File: src/rtl/dmem_wait_ctrl_pkg.sv
// Shared definitions for the wait-state data memory: access size codes,
// FSM state encoding and the legality helper used at request acceptance.
package dmem_pkg;

    localparam logic [1:0] SZ_BYTE = 2'b00;
    localparam logic [1:0] SZ_HALF = 2'b01;
    localparam logic [1:0] SZ_WORD = 2'b10;

    localparam int LAT_W = 4;

    typedef enum logic [1:0] {
        ST_IDLE = 2'b00,
        ST_WAIT = 2'b01,
        ST_DONE = 2'b10
    } dmemState_e;

    // Size code 2'b11 is handled as a word access.
    function automatic logic isMisaligned(input logic [1:0] size, input logic [1:0] byteOff);
        logic bad;
        case (size)
            SZ_BYTE: bad = 1'b0;
            SZ_HALF: bad = byteOff[0];
            default: bad = (byteOff != 2'b00);
        endcase
        return bad;
    endfunction

endpackage

File: src/rtl/dmem_wait_ctrl_if.sv
// Core-to-data-memory bus: request/address/data from the core, data and
// handshake status back from the memory stage.
interface dmem_wait_ctrl_if;
    logic        mem_req;
    logic        mem_we;
    logic [1:0]  mem_size;
    logic [31:0] addr;
    logic [31:0] wdata;
    logic [31:0] rdata;
    logic        stall;
    logic        done;
    logic        fault;

    modport master (
        output mem_req, mem_we, mem_size, addr, wdata,
        input  rdata, stall, done, fault
    );

    modport slave (
        input  mem_req, mem_we, mem_size, addr, wdata,
        output rdata, stall, done, fault
    );
endinterface

File: src/rtl/dmem_wait_ctrl_lane_align.sv
// Byte-lane steering: extracts right-aligned, zero-extended load data from a
// stored word and builds per-lane write enables plus a replicated store word.
module dmem_lane_align
    import dmem_pkg::*;
(
    input  logic [31:0] memWord,
    input  logic [1:0]  byteOff,
    input  logic [1:0]  size,
    input  logic [31:0] storeData,
    output logic [31:0] loadData,
    output logic [3:0]  laneEn,
    output logic [31:0] storeWord
);

    // Lane selection for both directions; replication lets the array write
    // the same word with only the enabled lanes taking effect.
    always_comb begin
        loadData  = memWord;
        laneEn    = 4'b1111;
        storeWord = storeData;
        case (size)
            SZ_BYTE: begin
                loadData  = (memWord >> {byteOff, 3'b000}) & 32'h0000_00FF;
                laneEn    = 4'b0001 << byteOff;
                storeWord = {4{storeData[7:0]}};
            end
            SZ_HALF: begin
                loadData  = byteOff[1] ? {16'h0000, memWord[31:16]} : {16'h0000, memWord[15:0]};
                laneEn    = byteOff[1] ? 4'b1100 : 4'b0011;
                storeWord = {2{storeData[15:0]}};
            end
            default: begin
                loadData  = memWord;
                laneEn    = 4'b1111;
                storeWord = storeData;
            end
        endcase
    end

endmodule

File: src/rtl/dmem_wait_ctrl.sv
// Data memory with a fixed-latency access FSM: stalls the core while an
// access is in flight, supports byte/half/word lanes and flags illegal accesses.
module dmem_wait_ctrl
    import dmem_pkg::*;
#(
    parameter int DEPTH   = 64,
    parameter int LATENCY = 2
) (
    input  logic              clk,
    input  logic              rst,
    dmem_wait_ctrl_if.slave   bus
);

    localparam int IDX_W = (DEPTH > 1) ? $clog2(DEPTH) : 1;

    dmemState_e        stateR, stateNxt;
    logic [LAT_W-1:0]  cntR;
    logic              weR;
    logic [1:0]        sizeR;
    logic [IDX_W-1:0]  idxR;
    logic [1:0]        offR;
    logic [31:0]       wdataR;
    logic              faultR;
    logic [31:0]       rdataR;
    logic              stallS;
    logic              reqIllegal;
    logic              accept;
    logic [31:0]       loadData;
    logic [3:0]        laneEn;
    logic [31:0]       storeWord;
    logic [31:0]       memArray [DEPTH];

    assign reqIllegal = isMisaligned(bus.mem_size, bus.addr[1:0])
                      || ({2'b00, bus.addr[31:2]} >= 32'(DEPTH));
    assign accept     = (stateR == ST_IDLE) && bus.mem_req;

    dmem_lane_align uAlign (
        .memWord   (memArray[idxR]),
        .byteOff   (offR),
        .size      (sizeR),
        .storeData (wdataR),
        .loadData  (loadData),
        .laneEn    (laneEn),
        .storeWord (storeWord)
    );

    // Next-state and stall; stall rises in the request cycle itself.
    always_comb begin
        stateNxt = stateR;
        stallS   = 1'b0;
        case (stateR)
            ST_IDLE: begin
                if (bus.mem_req) begin
                    stallS   = 1'b1;
                    stateNxt = reqIllegal ? ST_DONE : ST_WAIT;
                end else begin
                    stateNxt = ST_IDLE;
                end
            end
            ST_WAIT: begin
                stallS   = 1'b1;
                stateNxt = (cntR == {LAT_W{1'b0}}) ? ST_DONE : ST_WAIT;
            end
            ST_DONE: stateNxt = ST_IDLE;
            default: stateNxt = ST_IDLE;
        endcase
    end

    // State, latched request, wait counter and registered load data.
    always_ff @(posedge clk) begin
        if (rst) begin
            stateR <= ST_IDLE;
            cntR   <= {LAT_W{1'b0}};
            rdataR <= 32'h0000_0000;
            faultR <= 1'b0;
            weR    <= 1'b0;
            sizeR  <= SZ_WORD;
            idxR   <= {IDX_W{1'b0}};
            offR   <= 2'b00;
            wdataR <= 32'h0000_0000;
        end else begin
            stateR <= stateNxt;
            if (accept) begin
                weR    <= bus.mem_we;
                sizeR  <= bus.mem_size;
                idxR   <= bus.addr[IDX_W+1:2];
                offR   <= bus.addr[1:0];
                wdataR <= bus.wdata;
                cntR   <= LAT_W'(LATENCY - 1);
                faultR <= reqIllegal;
                if (reqIllegal) begin
                    rdataR <= 32'h0000_0000;
                end
            end else if (stateR == ST_WAIT) begin
                if (cntR != {LAT_W{1'b0}}) begin
                    cntR <= cntR - {{(LAT_W-1){1'b0}}, 1'b1};
                end else begin
                    rdataR <= loadData;
                end
            end
        end
    end

    // Store commit at the end of a clean DONE cycle; array is never reset.
    always_ff @(posedge clk) begin
        if (!rst && stateR == ST_DONE && weR && !faultR) begin
            for (int lane = 0; lane < 4; lane++) begin
                if (laneEn[lane]) begin
                    memArray[idxR][8*lane +: 8] <= storeWord[8*lane +: 8];
                end
            end
        end
    end

    assign bus.stall = stallS;
    assign bus.done  = (stateR == ST_DONE) && !rst;
    assign bus.fault = (stateR == ST_DONE) && !rst && faultR;
    assign bus.rdata = rdataR;

endmodule

File: src/flat_wrapper.sv
// flat-port wrapper written by rule: the top's interface ports become plain ports
module dmem_wait_ctrl_flat import dmem_pkg::*;
#(
    parameter int DEPTH   = 64,
    parameter int LATENCY = 2
)
  (clk, rst, bus_mem_req, bus_mem_we, bus_mem_size, bus_addr, bus_wdata, bus_rdata, bus_stall, bus_done, bus_fault);
  dmem_wait_ctrl_if bus_i ();
  input  logic clk;
  input  logic rst;
  input wire logic [$bits(bus_i.mem_req)-1:0] bus_mem_req;
  input wire logic [$bits(bus_i.mem_we)-1:0] bus_mem_we;
  input wire logic [$bits(bus_i.mem_size)-1:0] bus_mem_size;
  input wire logic [$bits(bus_i.addr)-1:0] bus_addr;
  input wire logic [$bits(bus_i.wdata)-1:0] bus_wdata;
  output wire logic [$bits(bus_i.rdata)-1:0] bus_rdata;
  output wire logic [$bits(bus_i.stall)-1:0] bus_stall;
  output wire logic [$bits(bus_i.done)-1:0] bus_done;
  output wire logic [$bits(bus_i.fault)-1:0] bus_fault;
  assign bus_i.mem_req = bus_mem_req;
  assign bus_i.mem_we = bus_mem_we;
  assign bus_i.mem_size = bus_mem_size;
  assign bus_i.addr = bus_addr;
  assign bus_i.wdata = bus_wdata;
  assign bus_rdata = bus_i.rdata;
  assign bus_stall = bus_i.stall;
  assign bus_done = bus_i.done;
  assign bus_fault = bus_i.fault;
  dmem_wait_ctrl #(.DEPTH(DEPTH), .LATENCY(LATENCY)) u_core (.clk(clk), .rst(rst), .bus(bus_i));
endmodule
File: config.mk
export PLATFORM = sky130hd
export DESIGN_NAME = dmem_wait_ctrl_flat
export DESIGN_NICKNAME = d
export VERILOG_FILES = /design/src/rtl/dmem_wait_ctrl_pkg.sv /design/src/rtl/dmem_wait_ctrl_if.sv /design/src/rtl/dmem_wait_ctrl_lane_align.sv /design/src/rtl/dmem_wait_ctrl.sv /design/src/flat_wrapper.sv
export SDC_FILE = /design/constraint.sdc
export NUM_CORES = 2
export LEC_CHECK = 0
export CAP_MARGIN = 20
export CORE_MARGIN = 2
export CORE_UTILIZATION = 35
export CTS_CLUSTER_SIZE = 12
export DETAILED_ROUTE_END_ITERATION = 16
export PLACE_DENSITY_LB_ADDON = 0.25
export SETUP_SLACK_MARGIN = 0.2
export SYNTH_ARGS = -nofsm -noshare
export SYNTH_HDL_FRONTEND = slang
export SYNTH_SLANG_ARGS = --single-unit
File: constraint.sdc
create_clock -name clk -period 5.75 [get_ports clk]
set_input_delay 1.15 -clock clk [delete_from_list [all_inputs] [get_ports clk]]
set_output_delay 1.15 -clock clk [all_outputs]
set_load 0.01 [all_outputs]
# Word-level counts from Yosys, hierarchy flattened
# Memories as Yosys holds them, arrays and structs flattened. A register that Yosys moved wholly into a read port is not among the register bits.
# Cells that the tools add are included.
[totals]
mem_bits_rw = 2048
register_bits = 82
mem_count = 1
word_cells = 74
out_inout_bits = 35
inputBits = 70
[mem_list]
columns = ["memory", "words", "width", "rd", "rd_clocked_by_memory_dff", "write_ports", "line_no", "text"]
rows = [
  ["u_core.memArray", 64, 32, 1, 1, 1, "dmem_wait_ctrl.sv:31", "logic [31:0] memArray [DEPTH];"],
]
[classes]
shifts = 2
eq_ne = 6
addsub = 1
n_lt_le_gt_ge = 1
reduce_logical = 20
n_mux = 33
[ops]
columns = ["op", "n"]
rows = [
  ["2-to-1 mux 32 bit", 4],
  ["one-hot mux 32 bit (2 select lines)", 2],
  [">> shifter 32 x 5 -> 8 bit", 1],
  ["greater-or-equal comparator 30 x 7 -> 1 bit, second input constant", 1],
  ["2-to-1 mux 1 bit", 16],
  ["2-to-1 mux 16 bit", 1],
  ["2-to-1 mux 6 bit", 2],
  ["one-hot mux 4 bit (2 select lines)", 1],
  ["equality test 2 x 1 -> 1 bit, second input constant", 3],
  ["zero test 2 bit", 3],
  ["2-to-1 mux 2 bit", 3],
  ["nonzero test 2 bit", 3],
  ["logical AND 1 bit", 5],
  ["zero test 4 bit", 1],
  ["2-to-1 mux 4 bit", 1],
  ["inequality test 2 x 1 -> 1 bit, second input constant", 2],
  ["one-hot mux 1 bit (2 select lines)", 2],
  ["one-hot mux 2 bit (2 select lines)", 1],
  ["AND reduction 2 bit", 2],
  ["nonzero test 4 bit", 1],
  ["left shift 1 x 2 -> 4 bit, first input constant", 1],
  ["subtractor 4 x 1 -> 4 bit, second input constant", 1],
  ["AND reduction 3 bit", 1],
  ["equality test 2 bit, second input constant", 1],
  ["3 further kinds", 4],
]

# Logic depth before layout (Yosys ltp)
[logic_depth]
depth_word = 6
depth_mapped = 13

# Modules after synthesis
# From an unflattened synthesis, not the netlist that was laid out.
[hier_totals]
hier_cells = 4077
hier_area_um2 = 82999.6
[modules_own_cells]
columns = ["module", "seq_area_each_um2", "area_per_inst_um2", "cells_per_inst", "instances"]
rows = [
  ["dmem_wait_ctrl", 63260.7, 82002.4, 3950, 1],
  ["dmem_lane_align", 0.0, 997.2, 127, 1],
]

# Worst setup path after synthesis
# No wires, ideal clock.
[synth_path]
path_type = "reg-to-reg"
from = "register u_core.wdataR[0]"
to = "memory u_core.memArray[0][24] (data pin)"
setup_ns = 0.702
synth_period_minus_slack_ns = 4.530
path_stages_with_launch = 3
arrival_ns = 3.828
path_buffers = 0
setup_slack_ns = 1.220
cell_sequence = "dfxtp_1 > mux2i_1 > o21ai_0"
[synth_via]
elab_chain_len = 1
[synth_rtl]
columns = ["element", "line_no", "text"]
rows = [
  ["start, declared", "dmem_wait_ctrl.sv:22", "logic [31:0] wdataR;"],
  ["start signal, assigned", "dmem_wait_ctrl.sv:88", "wdataR <= bus.wdata;"],
  ["one-hot mux 32 bit (2 select lines)", "dmem_wait_ctrl_lane_align.sv:21", "case (size)"],
  ["via u_core.storeWord[24]", "dmem_wait_ctrl.sv:30", "logic [31:0] storeWord;"],
  ["end, declared", "dmem_wait_ctrl.sv:31", ""],
]
# The timed path passes the listed nets, and every way through them passes these cells.

==> metrics.txt <==
top_reg_cell synth edfxtp_1; Syn Inst Count 4,264; pin count of the biggest net entering global routing 88; share of cells above drive strength 1 21.3%; WL per Instance 34.3 um; Clk Latency, worst-skew pair 0.87 ns; Comb pwr share 6.2%; Sw Ratio 22.8%; GRT Total Usage 21.7%; Internal 0.0252 W; Final setup violation count 0; EDFF count, synth 2,048; ys async rst share 0%; max-slew violations 0; HP Class flop to flop; Synth Cell Area 83,600 um^2; Seq cells post-synth 2,136; DP Area 88,600 um^2; antenna violations before repair 9; DIE WIDTH 493 um; Final ANT Viol Nets 0; commonest non-fill, non-tap cell in the layout edfxtp_1; sequential power share 52.7%; die footprint 243,000 um^2; CP Launch Type flop; Max clock buf depth 3; First-pass DRT Iterations 9; Tcrit/Tclk final 69.0%; RSZ-0062 raised after global routing no; CTS tree done; Rel. slew slack 15.7%; CTS H-tree lvls 4; Iter 0 DRT Violations 6,387; via count 44,700; PD cells 343 nW/um^2; final-stage net count 4,540; area of the core 238,000 um^2; global-route wire length before repair 366,000 um; most frequent cells in the layout edfxtp_1, mux4_2, nor2_1; Remaining DRCs 0; CTS Sinks 2,136; f_max 252 MHz; worst endpoint required time 6.50 ns; WP data arrival 4.71 ns; Max Cap Viol 0; clock power share 41.0%; row count 179; post-CTS setup buffer count 0; post-CTS sizing 0; total global routing overflow 0; NetSw 0.00745 W; Final min period 3.96 ns; hold_buf cts 0; cell area after layout 95,300 um^2; Hold Vio Cnt, Final 0; fill cell count 21,100; Mean Syn Cell Area 19.6 um^2; Worst Setup End Kind flop; Setup CP Type flop to flop; detailed-placement wirelength estimate 171,000 um; R2R setup slack 1.79 ns; setup TNS 0 ns; Avg Vias per Cell 5.72; Initial Util 35.2%; vias in the first global route 43,800; I/O Buffers 104; worst ir drop on vdd 0.253 mV; Root Buffer clkbuf_16; I/O Pins 105; Post-Syn Nets 4,335; GP Congestion 0.882; Die Y 493 um; Leakage 29.8 nW; run status finished clean; Hold Path Origin u_core.wdataR[23]$_SDFFE_PP0P_; Crit Path Max Fanout 35; register area share after synthesis 75.7%; Area Overhead vs Synth 14.0%; total CTS buffers 219; yosys warns 0; final clock skew 0.0332 ns; DRT Wirelength 268,000 um; Netlist cell types 79; Worst Tran Pin Value 1.23 ns; Clock transition at path regs 0.06 ns
## routing by layer
layer,GRT usage (%),wire length (um),vias up
li1,-,-,17900
met1,28.6,105000,24000
met2,34.5,128000,2287
met3,5.21,23500,483
met4,9.08,11800,8
met5,0.822,315,-
## state kept, by name (all words and copies together), names as in the netlist, named ones only
name              cells
u_core.bus.rdata     32
u_core.cntR           4
u_core.faultR         1
u_core.idxR           6
u_core.memArray    2048
u_core.offR           2
u_core.sizeR          2
u_core.stateR         2
u_core.wdataR        32
u_core.weR            1
## per-stage QoR
step | cells | util [%] | setup WS, ns | hold WS, ns | power, W
4_1_cts | 7809 | 40.1 | 1.70 | 0.454 | 0.0328
3_5_place_dp | 7414 | 37.3 | 1.50 | 0.446 | 0.0196
3_3_place_gp | 7413 | 37.3 | 1.57 | 0.441 | 0.0196
6_report | 7825 | 40.1 | 1.79 | 0.456 | 0.0327
5_1_grt | 7811 | 40.1 | 1.68 | 0.465 | 0.0335
2_1_floorplan | 4264 | - | 1.22 | 0.432 | 0.0186
## layout make-up
cell class	instances	area, um^2	area share, %
Antenna cell	15	37.5	0.0394
Multi-Input combinational cell	1857	19000	19.9
Inverter	9	33.8	0.0355
Sequential cell	2136	63300	66.4
Tap cell	3167	3960	4.16
Timing Repair Buffer	246	2360	2.47
Clock inverter	94	691	0.725
Clock buffer	301	5920	6.21
## worst max-delay path, stage by stage (launching register included)
cell,delay (ns)
dfxtp_4,0.95
buf_12,0.37
mux4_2,0.55
mux2i_1,0.32
a21oi_1,0.21
o2111ai_1,0.93
nor2_1,0.13
o41a_1,0.34
## cell families (layout without fill, tap and decap cells)
group | count (synthesis) | after routing | share of synthesized area [%]
buf+inv | 271 | 650 | 1.82
mux | 646 | 646 | 14.9
other cells | 0 | 15 | 0
flops | 2136 | 2136 | 75.7
simple gates | 789 | 789 | 4.14
compound gates | 418 | 418 | 3.43
xor+xnor | 3 | 3 | 0.0314
fa+ha+maj | 1 | 1 | 0.0150
## Yosys cell counts, drive strengths merged, types with 4 or more instances
cell type	number	share of area [%]
edfxtp	2048	74
mux4	475	13
nor2	326	1.5
nand2	259	1.2
buf	147	1.3
mux2i	128	1.5
clkbuf	115	0.52
a21oi	106	0.64
dfxtp	88	2.1
a22oi	86	0.77
nand3	56	0.34
o21ai	44	0.26
mux2	43	0.58
o22ai	37	0.28
nor3	31	0.19
o221ai	27	0.28
a211oi	19	0.17
nor2b	19	0.14
nor4	14	0.12
and3	13	0.097
a31oi	11	0.082
nor3b	11	0.099
a221oi	10	0.12
and2	10	0.075
nand4	10	0.075
o211ai	10	0.090
nand2b	9	0.067
and3b	8	0.084
inv	8	0.036
o2111ai	8	0.084
a2bb2oi	6	0.063
a32oi	6	0.063
and4b	4	0.048
nand3b	4	0.036
nor4bb	4	0.048
o21a	4	0.036
o22a	4	0.042
o2bb2a	4	0.048
o311ai	4	0.042
or2	4	0.030
## worst paths after layout
path / depth (start not counted) / to
min reg2reg: 2 / u_core.wdataR[23]$_SDFFE_PP0P_
min: 2 / u_core.wdataR[23]$_SDFFE_PP0P_
max: 7 / u_core.bus.rdata[6]$_SDFFE_PP0P_
max reg2reg: 7 / u_core.bus.rdata[6]$_SDFFE_PP0P_
## power groups by stage
stage | registers, W | clock network [W] | logic (W)
global placement | 0.0176 | 0 | 0.00202
global route | 0.0172 | 0.0142 | 0.00211
finish | 0.0172 | 0.0134 | 0.00204
detailed placement | 0.0176 | 0 | 0.00203
CTS | 0.0172 | 0.0136 | 0.00203
floorplan | 0.0175 | 0 | 0.00109
(Power assumes the default switching activity.)
